## config.mk

```make
export PLATFORM = sky130hd
export DESIGN_NAME = irq_controller
export DESIGN_NICKNAME = d
export VERILOG_FILES = /design/src/rtl/irq_controller.sv
export SDC_FILE = /design/constraint.sdc
export NUM_CORES = 1
export LEC_CHECK = 0
export CAP_MARGIN = 0
export CELL_PAD_IN_SITES_DETAIL_PLACEMENT = 0
export CELL_PAD_IN_SITES_GLOBAL_PLACEMENT = 1
export CORE_MARGIN = 3
export CORE_UTILIZATION = 40
export DETAILED_ROUTE_END_ITERATION = 6
export PLACE_DENSITY = 0.92
export SYNTH_ARGS = -nofsm -noshare
export SYNTH_HDL_FRONTEND = slang
export SYNTH_SLANG_ARGS = --single-unit
```

## constraint.sdc

```tcl
create_clock -name clk -period 8.35 [get_ports clk]
set_input_delay 1.67 -clock clk [delete_from_list [all_inputs] [get_ports clk]]
set_output_delay 1.67 -clock clk [all_outputs]
set_load 0.03 [all_outputs]
```

## src/rtl/irq_controller.sv

```systemverilog
// irq_controller
//   Interrupt controller that feeds the CPU's 16-bit interrupt vector. Each of the
//   NUM_IRQ raw sources is synchronised, then captured into a pending bit as either a
//   rising edge or a level. Pending, enable and edge-mode state live in an 8-word
//   memory-mapped window that uses the CPU data-port address/byte-enable format.
//
//   Ports
//     clk      in   system clock
//     rst      in   asynchronous active-high reset
//     irq_src  in   [NUM_IRQ] raw asynchronous interrupt sources
//     wen      in   [4]  byte write enables, wen[i] -> wdata[8i+7:8i]
//     waddr    in   [ADDR_W] write word address
//     wdata    in   [32] write data
//     raddr    in   [ADDR_W] read word address
//     rdata    out  [32] registered read data (raddr of previous cycle)
//     rhit     out  registered: previous raddr fell inside the window
//     irq_out  out  [16] pending & enable, zero-extended
//     irq_any  out  OR of irq_out
//
//   Word offsets: 0 PENDING (R, W1C), 1 ENABLE, 2 EDGE (1 = rising edge),
//   3 FORCE (W1S, reads 0), 4 ACTIVE, 5 HIGHEST, 6-7 reserved.
module irq_controller #(
  parameter int                NUM_IRQ     = 16,
  parameter int                ADDR_W      = 18,
  parameter logic [ADDR_W-1:0] BASE_ADDR   = 18'h3FF00,
  parameter int                SYNC_STAGES = 2
) (
  input  logic               clk,
  input  logic               rst,
  input  logic [NUM_IRQ-1:0] irq_src,
  input  logic [3:0]         wen,
  input  logic [ADDR_W-1:0]  waddr,
  input  logic [31:0]        wdata,
  input  logic [ADDR_W-1:0]  raddr,
  output logic [31:0]        rdata,
  output logic               rhit,
  output logic [15:0]        irq_out,
  output logic               irq_any
);

  localparam logic [2:0] OFF_PENDING = 3'd0;
  localparam logic [2:0] OFF_ENABLE  = 3'd1;
  localparam logic [2:0] OFF_EDGE    = 3'd2;
  localparam logic [2:0] OFF_FORCE   = 3'd3;
  localparam logic [2:0] OFF_ACTIVE  = 3'd4;
  localparam logic [2:0] OFF_HIGHEST = 3'd5;

  function automatic logic [31:0] zext(input logic [NUM_IRQ-1:0] v);
    zext = '0;
    zext[NUM_IRQ-1:0] = v;
  endfunction

  logic [NUM_IRQ-1:0] sync_q [SYNC_STAGES];
  logic [NUM_IRQ-1:0] prev_q;
  logic [NUM_IRQ-1:0] pending_q, pending_d;
  logic [NUM_IRQ-1:0] enable_q, enable_d;
  logic [NUM_IRQ-1:0] edge_q, edge_d;
  logic [31:0]        rdata_q, rdata_d;
  logic               rhit_q, rhit_d;

  logic [NUM_IRQ-1:0] s;
  logic [NUM_IRQ-1:0] active;
  logic [NUM_IRQ-1:0] wbits, clr, frc, set;
  logic [31:0]        bmask, wbits_full;
  logic [ADDR_W-1:0]  wr_off, rd_off;
  logic               wr_hit, rd_hit;
  logic [4:0]         hi_idx;
  logic               unused_wbits;

  assign s      = sync_q[SYNC_STAGES-1];
  assign active = pending_q & enable_q;

  // Window decode by subtraction: addresses below BASE_ADDR wrap to a large
  // offset, so a single upper-bits-zero test covers both ends of the window.
  assign wr_off = waddr - BASE_ADDR;
  assign rd_off = raddr - BASE_ADDR;
  assign wr_hit = (wr_off[ADDR_W-1:3] == '0);
  assign rd_hit = (rd_off[ADDR_W-1:3] == '0);

  assign bmask        = {{8{wen[3]}}, {8{wen[2]}}, {8{wen[1]}}, {8{wen[0]}}};
  assign wbits_full   = wdata & bmask;
  assign wbits        = wbits_full[NUM_IRQ-1:0];
  assign unused_wbits = ^wbits_full[31:NUM_IRQ];

  // Write decode and pending update. Set is ORed in last so it wins over a
  // same-cycle write-1-to-clear.
  always_comb begin
    clr      = '0;
    frc      = '0;
    enable_d = enable_q;
    edge_d   = edge_q;
    if (wr_hit) begin
      case (wr_off[2:0])
        OFF_PENDING: clr      = wbits;
        OFF_ENABLE:  enable_d = (enable_q & ~bmask[NUM_IRQ-1:0]) | wbits;
        OFF_EDGE:    edge_d   = (edge_q & ~bmask[NUM_IRQ-1:0]) | wbits;
        OFF_FORCE:   frc      = wbits;
        default:     ;
      endcase
    end
    set       = (edge_q & s & ~prev_q) | (~edge_q & s) | frc;
    pending_d = (pending_q & ~clr) | set;
  end

  // Lowest-numbered active source; descending scan so the lowest index is written last.
  always_comb begin
    hi_idx = '0;
    for (int i = NUM_IRQ - 1; i >= 0; i--) begin
      if (active[i]) hi_idx = 5'(i);
    end
  end

  always_comb begin
    rdata_d = '0;
    rhit_d  = rd_hit;
    if (rd_hit) begin
      case (rd_off[2:0])
        OFF_PENDING: rdata_d = zext(pending_q);
        OFF_ENABLE:  rdata_d = zext(enable_q);
        OFF_EDGE:    rdata_d = zext(edge_q);
        OFF_ACTIVE:  rdata_d = zext(active);
        OFF_HIGHEST: rdata_d = {|active, 26'b0, hi_idx};
        default:     rdata_d = '0;
      endcase
    end
  end

  always_ff @(posedge clk or posedge rst) begin
    if (rst) begin
      for (int i = 0; i < SYNC_STAGES; i++) sync_q[i] <= '0;
      prev_q    <= '0;
      pending_q <= '0;
      enable_q  <= '0;
      edge_q    <= '0;
      rdata_q   <= '0;
      rhit_q    <= 1'b0;
    end else begin
      sync_q[0] <= irq_src;
      for (int i = 1; i < SYNC_STAGES; i++) sync_q[i] <= sync_q[i-1];
      prev_q    <= s;
      pending_q <= pending_d;
      enable_q  <= enable_d;
      edge_q    <= edge_d;
      rdata_q   <= rdata_d;
      rhit_q    <= rhit_d;
    end
  end

  assign rdata = rdata_q;
  assign rhit  = rhit_q;

  always_comb begin
    irq_out = '0;
    irq_out[NUM_IRQ-1:0] = active;
  end

  assign irq_any = |irq_out;

endmodule

```

==> results of run 1 <==
## cells by family (layout without fill, tap and decap cells)
logic type      count (synthesis)  in the layout  share of synthesized area (%)
fa+ha+maj                       2              2                          0.507
other cells                     1             15                         0.0759
buf+inv                        43            155                           4.76
xor+xnor                        1              1                          0.177
compound gates                103            103                           14.4
mux                            32             32                           7.90
flops                         114            114                           57.8
simple gates                  130            130                           14.4
## metrics by stage
stage / std cells / setup WS [ns] / hold slack (ns) / util (%) / area [um^2]
after floorplan: 440 / 3.66 / 0.331 / - / 4990
after detailed placement: 685 / 3.84 / 0.335 / 51.9 / 6110
after CTS: 716 / 4.28 / 0.341 / 57.2 / 6720
after global placement: 685 / 3.92 / 0.332 / 51.9 / 6110
final: 716 / 4.16 / 0.340 / 57.2 / 6720
after global routing: 716 / 4.03 / 0.353 / 57.2 / 6720
## final cells by class
cell class                 count  area, um^2
timing repair buffer         110        1090
clock inverter                12         163
multi-input combinational    283        1900
tap                          164         205
fill                         973        5040
inverter                      14        55.1
clock buffer                  19         453
sequential                   114        2850
## critical path: cells and delay by family
| family | cells | cell delay (ns) |
|---|---|---|
| AOI/OAI and AO/OA | 4 | 0.73 |
| buffers and inverters | 1 | 1.01 |
| and+or+nand+nor | 1 | 1.08 |
## metal layers
metal	part of all wire, %	wire length [um]
met1	40	5140
met2	50	6500
met3	8.6	1110
met4	1.1	139
met5	0	0
## synthesized netlist by cell type (3+ instances only)
| cell | number | area (um^2) |
|---|---|---|
| a21oi_1 | 31 | 155 |
| and3_1 | 3 | 18.8 |
| o21ai_0 | 17 | 85.1 |
| and2_1 | 9 | 56.3 |
| nor2b_1 | 14 | 87.6 |
| a21boi_0 | 19 | 143 |
| mux2_2 | 24 | 270 |
| nor3b_1 | 3 | 22.5 |
| buf_4 | 15 | 113 |
| or3_1 | 3 | 18.8 |
| nor2_1 | 22 | 82.6 |
| inv_1 | 14 | 52.6 |
| dfrtp_1 | 114 | 2850 |
| mux2_4 | 8 | 120 |
| nand3b_1 | 3 | 22.5 |
| nand3_1 | 24 | 120 |
| a221o_1 | 16 | 160 |
| clkbuf_1 | 9 | 33.8 |
| a22oi_1 | 3 | 22.5 |
| nand2b_1 | 7 | 43.8 |
| nor3_1 | 4 | 20.0 |
| nand2_1 | 25 | 93.8 |
## power groups by stage
stage                     logic, uW  clock network, uW  registers [uW]
after floorplan                43.2                  0             577
after global placement         85.9                  0             578
after detailed placement       88.6                  0             578
after CTS                      89.4                756             569
after global routing           97.6                785             570
final                          88.9                747             569
## path summary, 6_finish.rpt
path,from,to,slack [ns],cells past startpoint
max,raddr[0],rdata[0]$_DFF_PP0_,4.16,6
min,sync_q[26]$_DFF_PP0_,s[10]$_DFF_PP0_,0.34,0
max reg2reg,pending_q[7]$_DFF_PP0_,rdata[3]$_DFF_PP0_,6.60,5
min reg2reg,sync_q[26]$_DFF_PP0_,s[10]$_DFF_PP0_,0.34,0
max in group asynchronous,rst,rdata[4]$_DFF_PP0_,5.40,3
min in group asynchronous,rst,s[9]$_DFF_PP0_,1.66,2
==> flow_metrics.tcl, run 1 <==
set metrics [dict create \
    finalCritPeriodShare_pct 50.2 \
    gp_congestion 0.840 \
    critPathKind "in2reg" \
    top_usage_layer "met2" \
    crit_chain "clkdlybuf4s50_1 > nor2b_1 > o21ai_0 > a21oi_1 > a221oi_1 > a21oi_1" \
    routed_wirelength_mm 12.9 \
    mostFrequentLayoutCells "114 x dfrtp_1, 106 x clkdlybuf4s50_1, 31 x a21oi_1, 25 x nand2_1" \
    endpoint_kind "flip-flop" \
    grtUsageMet3_pct 6.12 \
    required_ns 8.66 \
    coreArea_um2 11800 \
    cap_violations 0 \
    syn_avg_cell_area_um2 11.6 \
    antenna_found_initial 0 \
    via_count 3870 \
    intPower_uw 1110 \
    min_period_ns 4.19 \
    pwr_density_cell_nw_per_um2 209 \
    cts-buffers-inserted 17 \
    cp_slowest_stage_delay_ns 1.08 \
    cts_tree "built" \
    grt.overflow.total 0 \
    drtIter0Drc 309 \
    swShare_pct 20.7 \
    grtUsageTotal_pct 19.9 \
    cts_hold_buffers 0 \
    die_area_um2 13700 \
    port-buffer-count 106 \
    hold_violations 0 \
    power_uw 1410 \
    ys_warn_count 0 \
    ys_ff_latch 114 \
    sequentialPowerShare_pct 40.5 \
    grt_pass1_vias 4126 \
    comb_power_share_pct 6.3 \
    numClockSinks 114 \
    final_nets 632 \
    use_met2_pct 33.1 \
    rsz0062_at_grt "no" \
    synth-edff-count 0 \
    maxSlewViolCount 0 \
    synth_cell_types 48 \
    synthCells 426 \
    setup_viol 0 \
    worst_setup_path_start_kind "input port" \
    firstDrtPassIters 5 \
    htreeDepth 4 \
    cts_resized 0 \
    ant_nets 0 \
    max_slew_margin_pct 12.0 \
    rows 39 \
    fp.dieH_um 117 \
    tightest_slew_ns 1.32 \
    ir_drop_mv 0.121 \
    fmax_ghz 0.239 \
    area_growth_pct 36.1 \
    p_switching_uw 291 \
    routedWlPerCell_um 18.0 \
    critPathSlowestCell "nor2b_1" \
    crit_fanout 18 \
    setup_tns_ns 0 \
    cts_buffer_depth 2 \
    grt_start_max_net_pins 75 \
    cts_root_buf "clkbuf_16" \
    path_common_cell "a21oi_1" \
    hpwlAfterDp_mm 8.85 \
    met1_usage_pct 24.7 \
    status "complete, no violations" \
    grt_pass1_wl_mm 20.8 \
    p_leak_uw 0.00290 \
    drcViolationCount 0 \
    final_common_cell "dfrtp_1" \
    initial_core_util_pct 42.0 \
    vias_per_cell 5.41 \
    clk_pin_slew_ns 0.05 \
    hold_path.class "reg2reg" \
    clkLatencyLatePin_ns 0.41 \
    skew_ns 0.00743 \
    layout-drive-gt1-share_pct 13.4 \
    crit_arrival_ns 4.50 \
    synthArstFlopShare_pct 100 \
    post-cts-setup-buffer-count 0 \
    synth-main-ff-cell "dfrtp_1" \
    syn_area_um2 4940 \
    antennaDiodeCount 0 \
    die_x_um 117 \
    p_clk_share_pct 53.2 \
    io_pins 140 \
    ys_seq_area_share_pct 57.8 \
]
Note: power is estimated with default switching activity, not from simulation.
==> run 2: changes to the inputs <==
--- a/config.mk
+++ b/config.mk
@@ -9,9 +9,9 @@
 export CELL_PAD_IN_SITES_DETAIL_PLACEMENT = 0
 export CELL_PAD_IN_SITES_GLOBAL_PLACEMENT = 1
 export CORE_MARGIN = 3
-export CORE_UTILIZATION = 40
+export CORE_UTILIZATION = 37
 export DETAILED_ROUTE_END_ITERATION = 6
-export PLACE_DENSITY = 0.92
+export PLACE_DENSITY = 0.87
 export SYNTH_ARGS = -nofsm -noshare
 export SYNTH_HDL_FRONTEND = slang
 export SYNTH_SLANG_ARGS = --single-unit
==> constraint.sdc (replaced) <==
create_clock -name clk -period 4.1 [get_ports clk]
set_input_delay 0.82 -clock clk [delete_from_list [all_inputs] [get_ports clk]]
set_output_delay 0.82 -clock clk [all_outputs]
set_load 0.03 [all_outputs]
==> run 2 against run 1 <==
  * First-iteration DRC count decreased by 17%
  * Setup slack got worse by 3.2 ns
  * Non-clock buffer count increased by 9
  * Die area increased by 7.7%
  * Cell area increased by 0.22%
  * Critical path type is now reg2out
  * Worst hold slack improved by 0.0051 ns
  * Cell count increased by 2.5%
  * Count of clock-buffer cells in the layout increased by 8
  * Critical path depth decreased by 1
  * Core utilization decreased by 4.6 points
==> flow_metrics.tcl, run 2 (same netlist as run 1, synthesis figures left out) <==
set metrics [dict create \
    fp.dieH_um 122 \
    hold_violations 0 \
    maxSlewViolCount 0 \
    cts_root_buf "clkbuf_16" \
    cts_hold_buffers 0 \
    endpoint_kind "output pin" \
    routed_wirelength_mm 12.5 \
    antenna_found_initial 0 \
    drtIter0Drc 258 \
    cts_resized 0 \
    cap_violations 0 \
    clk_pin_slew_ns 0.05 \
    numClockSinks 114 \
    coreArea_um2 12800 \
    comb_power_share_pct 6.8 \
    sequentialPowerShare_pct 43.0 \
    grt_pass1_wl_mm 20.1 \
    setup_viol 0 \
    hpwlAfterDp_mm 8.86 \
    vias_per_cell 5.13 \
    status "complete, no violations" \
    cts_buffer_depth 2 \
    firstDrtPassIters 4 \
    cts_tree "built" \
    grtUsageTotal_pct 17.7 \
    layout.cells.non_filler 734 \
    rows 41 \
    crit_arrival_ns 2.31 \
    grt.overflow.total 0 \
    io_pins 140 \
    routedWlPerCell_um 17.0 \
    pwr_density_cell_nw_per_um2 401 \
    drcViolationCount 0 \
    final_nets 641 \
    mostFrequentLayoutCells "114 x dfrtp_1, 106 x clkdlybuf4s50_1, 31 x a21oi_1, 25 x nand2_1" \
    via_count 3768 \
    max_slew_margin_pct 43.1 \
    min_period_ns 3.13 \
    post-place-cells 702 \
    power_uw 2700 \
    final_common_cell "dfrtp_1" \
    grt_start_max_net_pins 62 \
    p_switching_uw 571 \
    intPower_uw 2130 \
    finalCritPeriodShare_pct 76.3 \
    required_ns 3.28 \
    antennaDiodeCount 0 \
    die_x_um 122 \
    die_area_um2 14800 \
    setup_tns_ns 0 \
    gp_congestion 0.826 \
    tightest_slew_ns 0.853 \
    rsz0062_at_grt "no" \
    htreeDepth 4 \
    p_clk_share_pct 50.2 \
    ant_nets 0 \
    post-cts-setup-buffer-count 0 \
    swShare_pct 21.1 \
    initial_core_util_pct 38.5 \
    final_core_util_pct 52.5 \
    skew_ns 0.00783 \
    layout-drive-gt1-share_pct 13.9 \
    clkLatencyLatePin_ns 0.41 \
    hold_path.class "reg2reg" \
    worst_setup_path_start_kind "flip-flop" \
    fill_cells 1115 \
    ir_drop_mv 0.275 \
    p_leak_uw 0.00291 \
    critPathKind "reg2out" \
    crit_fanout 5 \
    cts-buffers-inserted 17 \
    port-buffer-count 106 \
    fmax_ghz 0.320 \
    area_growth_pct 36.4 \
    grt_pass1_vias 3994 \
]
[run 2: worst max-delay path, cell delays in order, from the launching register on]
cell and delay (ns):
dfrtp_1 0.42, a22oi_1 0.37, and3_1 0.24, nand3_1 0.08, nand2b_1 0.18, clkdlybuf4s50_1 0.61
[run 2: metal layers]
| metal | vias up | GRT usage, % | share of wire (%) |
|---|---|---|---|
| met5 | - | 0 | 0 |
| met3 | 19 | 6.17 | 9.7 |
| met4 | 0 | 6.93 | 1.6 |
| met2 | 175 | 27.4 | 46 |
| li1 | 1750 | - | - |
| met1 | 1824 | 23.1 | 43 |
[run 2: power by group through the flow]
stage | sequential [uW] | combinational [uW] | clock (uW)
after floorplan | 1170 | 88.0 | 0
after global placement | 1180 | 180 | 0
after detailed placement | 1180 | 185 | 0
after CTS | 1160 | 186 | 1380
after global routing | 1160 | 202 | 1440
final | 1160 | 184 | 1360
[run 2: worst paths after layout]
| check | start | end | slack [ns] | cells after the start |
|---|---|---|---|---|
| worst max-delay path | pending_q[7]$_DFF_PP0_ | irq_any | 0.97 | 5 |
| worst min-delay path | sync_q[22]$_DFF_PP0_ | s[6]$_DFF_PP0_ | 0.35 | 0 |
| worst max register to register | pending_q[7]$_DFF_PP0_ | rdata[3]$_DFF_PP0_ | 2.40 | 5 |
| worst min register to register | sync_q[22]$_DFF_PP0_ | s[6]$_DFF_PP0_ | 0.35 | 0 |
| max in group asynchronous | rst | prev_q[5]$_DFF_PP0_ | 2.32 | 3 |
| min in group asynchronous | rst | s[11]$_DFF_PP0_ | 0.90 | 2 |
[run 2: final cells by class]
| cell class | count | area, um^2 | share of cell area, % |
|---|---|---|---|
| timing repair buffer | 119 | 1160 | 17.2 |
| clock buffer | 27 | 503 | 7.47 |
| clock inverter | 5 | 50.0 | 0.743 |
| tap | 172 | 215 | 3.19 |
| multi-input combinational | 283 | 1900 | 28.2 |
| inverter | 14 | 55.1 | 0.817 |
| sequential | 114 | 2850 | 42.3 |
[run 2: through the flow]
stage / area, um^2 / setup slack, ns / hold WS, ns
2_1_floorplan: 4990 / 0.264 / 0.331
3_3_place_gp: 6180 / 0.656 / 0.332
3_5_place_dp: 6180 / 0.608 / 0.335
4_1_cts: 6740 / 0.963 / 0.347
5_1_grt: 6740 / 0.881 / 0.354
6_report: 6740 / 0.972 / 0.345
==> run 3: changes to the inputs <==
--- a/config.mk
+++ b/config.mk
@@ -9,9 +9,9 @@
 export CELL_PAD_IN_SITES_DETAIL_PLACEMENT = 0
 export CELL_PAD_IN_SITES_GLOBAL_PLACEMENT = 1
 export CORE_MARGIN = 3
-export CORE_UTILIZATION = 37
+export CORE_UTILIZATION = 33
 export DETAILED_ROUTE_END_ITERATION = 6
-export PLACE_DENSITY = 0.87
+export PLACE_DENSITY = 0.82
 export SYNTH_ARGS = -nofsm -noshare
 export SYNTH_HDL_FRONTEND = slang
 export SYNTH_SLANG_ARGS = --single-unit
==> constraint.sdc (replaced) <==
create_clock -name clk -period 2.8 [get_ports clk]
set_input_delay 0.56 -clock clk [delete_from_list [all_inputs] [get_ports clk]]
set_output_delay 0.56 -clock clk [all_outputs]
set_load 0.03 [all_outputs]
==> run 3 against run 2 <==
  * Flip-flop and latch count is the same
  * Clock power grew 67%
  * First-iteration DRC count grew 0.78%
  * Die area grew 12%
==> flow_metrics.tcl, run 3 (same netlist as run 1, synthesis figures left out) <==
set metrics [dict create \
    status "complete, no violations" \
    final_design_area_no_fill_um2 6970 \
    setup_viol 0 \
    grt_start_max_net_pins 65 \
    r2r_start "pending_q[7]$_DFF_PP0_" \
    hold_path.class "reg2reg" \
    grtUsageTotal_pct 16.6 \
    crit_arrival_ns 2.90 \
    finalCritPeriodShare_pct 93.0 \
    pwr_density_cell_nw_per_um2 610 \
    worst_setup_path_start_kind "input port" \
    mostFrequentLayoutCells "114 x dfrtp_1, 105 x clkdlybuf4s50_1, 31 x a21oi_1, 25 x nand2_1" \
    post-cts-setup-buffer-count 0 \
    cts_buffer_depth 2 \
    endpoint_kind "flip-flop" \
    antennaDiodeCount 0 \
    final_nets 653 \
    routedWlPerCell_um 17.3 \
    cts_root_buf "clkbuf_16" \
    setup_tns_ns 0 \
    gp_congestion 0.867 \
    rows 44 \
    ant_nets 0 \
    fmax_ghz 0.384 \
    clkLatencyLatePin_ns 0.42 \
    cap_violations 0 \
    required_ns 3.09 \
    grt.overflow.total 0 \
    critPathKind "in2reg" \
    area_growth_pct 41.1 \
    numClockSinks 114 \
    firstDrtPassIters 4 \
    power_uw 4250 \
    cts_hold_buffers 0 \
    fp.dieH_um 128 \
    hpwlAfterDp_mm 9.36 \
    crit_fanout 8 \
    grt_pass1_vias 4135 \
    die_area_um2 16500 \
    port-buffer-count 106 \
    antenna_found_initial 0 \
    die_x_um 128 \
    hold_violations 0 \
    cts-buffers-inserted 17 \
    drcViolationCount 0 \
    crit_chain "clkdlybuf4s50_1 > ha_1 > nand3_1 > or3_1 > and2_1 > or4_4 > mux2_4" \
    critPathSlowestCell "or4_4" \
    min_from "sync_q[27]$_DFF_PP0_" \
    via_count 3832 \
    vias_per_cell 5.06 \
    max_slew_margin_pct 59.3 \
    grt_pass1_wl_mm 21.0 \
    htreeDepth 4 \
    io_pins 140 \
    ir_drop_mv 0.391 \
    cts_tree "built" \
    crit_start "waddr[8]" \
    final_core_util_pct 47.8 \
    final_common_cell "dfrtp_1" \
    placed_cell_area_um2 6330 \
    clk_pin_slew_ns 0.05 \
    initial_core_util_pct 33.9 \
    tightest_slew_ns 0.606 \
    p_leak_uw 0.00302 \
    coreArea_um2 14600 \
    layout-drive-gt1-share_pct 16.7 \
    skew_ns 0.00954 \
    routed_wirelength_mm 13.1 \
    rsz0062_at_grt "no" \
    min_period_ns 2.60 \
    maxSlewViolCount 0 \
    drtIter0Drc 260 \
    cp_slowest_stage_delay_ns 0.63 \
]
==> run 3: layer usage <==
layer | track usage (%) | share of wire, % | up-vias
met5 | 0 | 0 | -
met4 | 6.87 | 1.6 | 0
met3 | 5.77 | 7.0 | 16
met2 | 26.2 | 47 | 153
met1 | 20.8 | 44 | 1880
li1 | - | - | 1783
==> run 3: cell type report <==
class | count | area, um^2
clock inverter | 11 | 158
fill | 1294 | 7620
multi-input combinational | 283 | 1920
clock buffer | 21 | 470
tap | 184 | 230
sequential | 114 | 2850
timing repair buffer | 131 | 1280
inverter | 14 | 56.3
==> run 3: final timing paths <==
path | to | slack (ns) | cells past startpoint
max in group asynchronous | s[2]$_DFF_PP0_ | 1.88 | 3
min | s[11]$_DFF_PP0_ | 0.34 | 0
max reg2reg | rdata[0]$_DFF_PP0_ | 1.16 | 4
max | flip-flop | 0.20 | 7
min reg2reg | s[11]$_DFF_PP0_ | 0.34 | 0
min in group asynchronous | sync_q[27]$_DFF_PP0_ | 0.61 | 3
==> run 3: stage by stage <==
step | worst slack, ns | cells | hold slack [ns]
after floorplan | 0.279 | 440 | 0.331
after global placement | -0.320 | 726 | 0.334
after detailed placement | -0.507 | 726 | 0.335
after CTS | 0.196 | 758 | 0.347
after global routing | 0.0694 | 758 | 0.347
final | 0.196 | 758 | 0.344
==> run 3: where the power goes <==
group          internal (uW)  switching, uW
logic                    133            149
registers               1690           11.1
clock network           1550            723
total                   3370            883
==> run 3: worst max-delay path, delay by kind of cell <==
family	cells	cell delay, ns
adder cells (fa/ha/maj)	1	0.21
multiplexers	1	0.33
buffers and inverters	1	0.51
AND/OR/NAND/NOR	4	1.28
==> run 3: repair_timing <==
action | in CTS | in global routing
gates resized for setup | 3 | 0
endpoints found under the hold margin | 0 | 0
setup endpoints to repair | 9 | 0
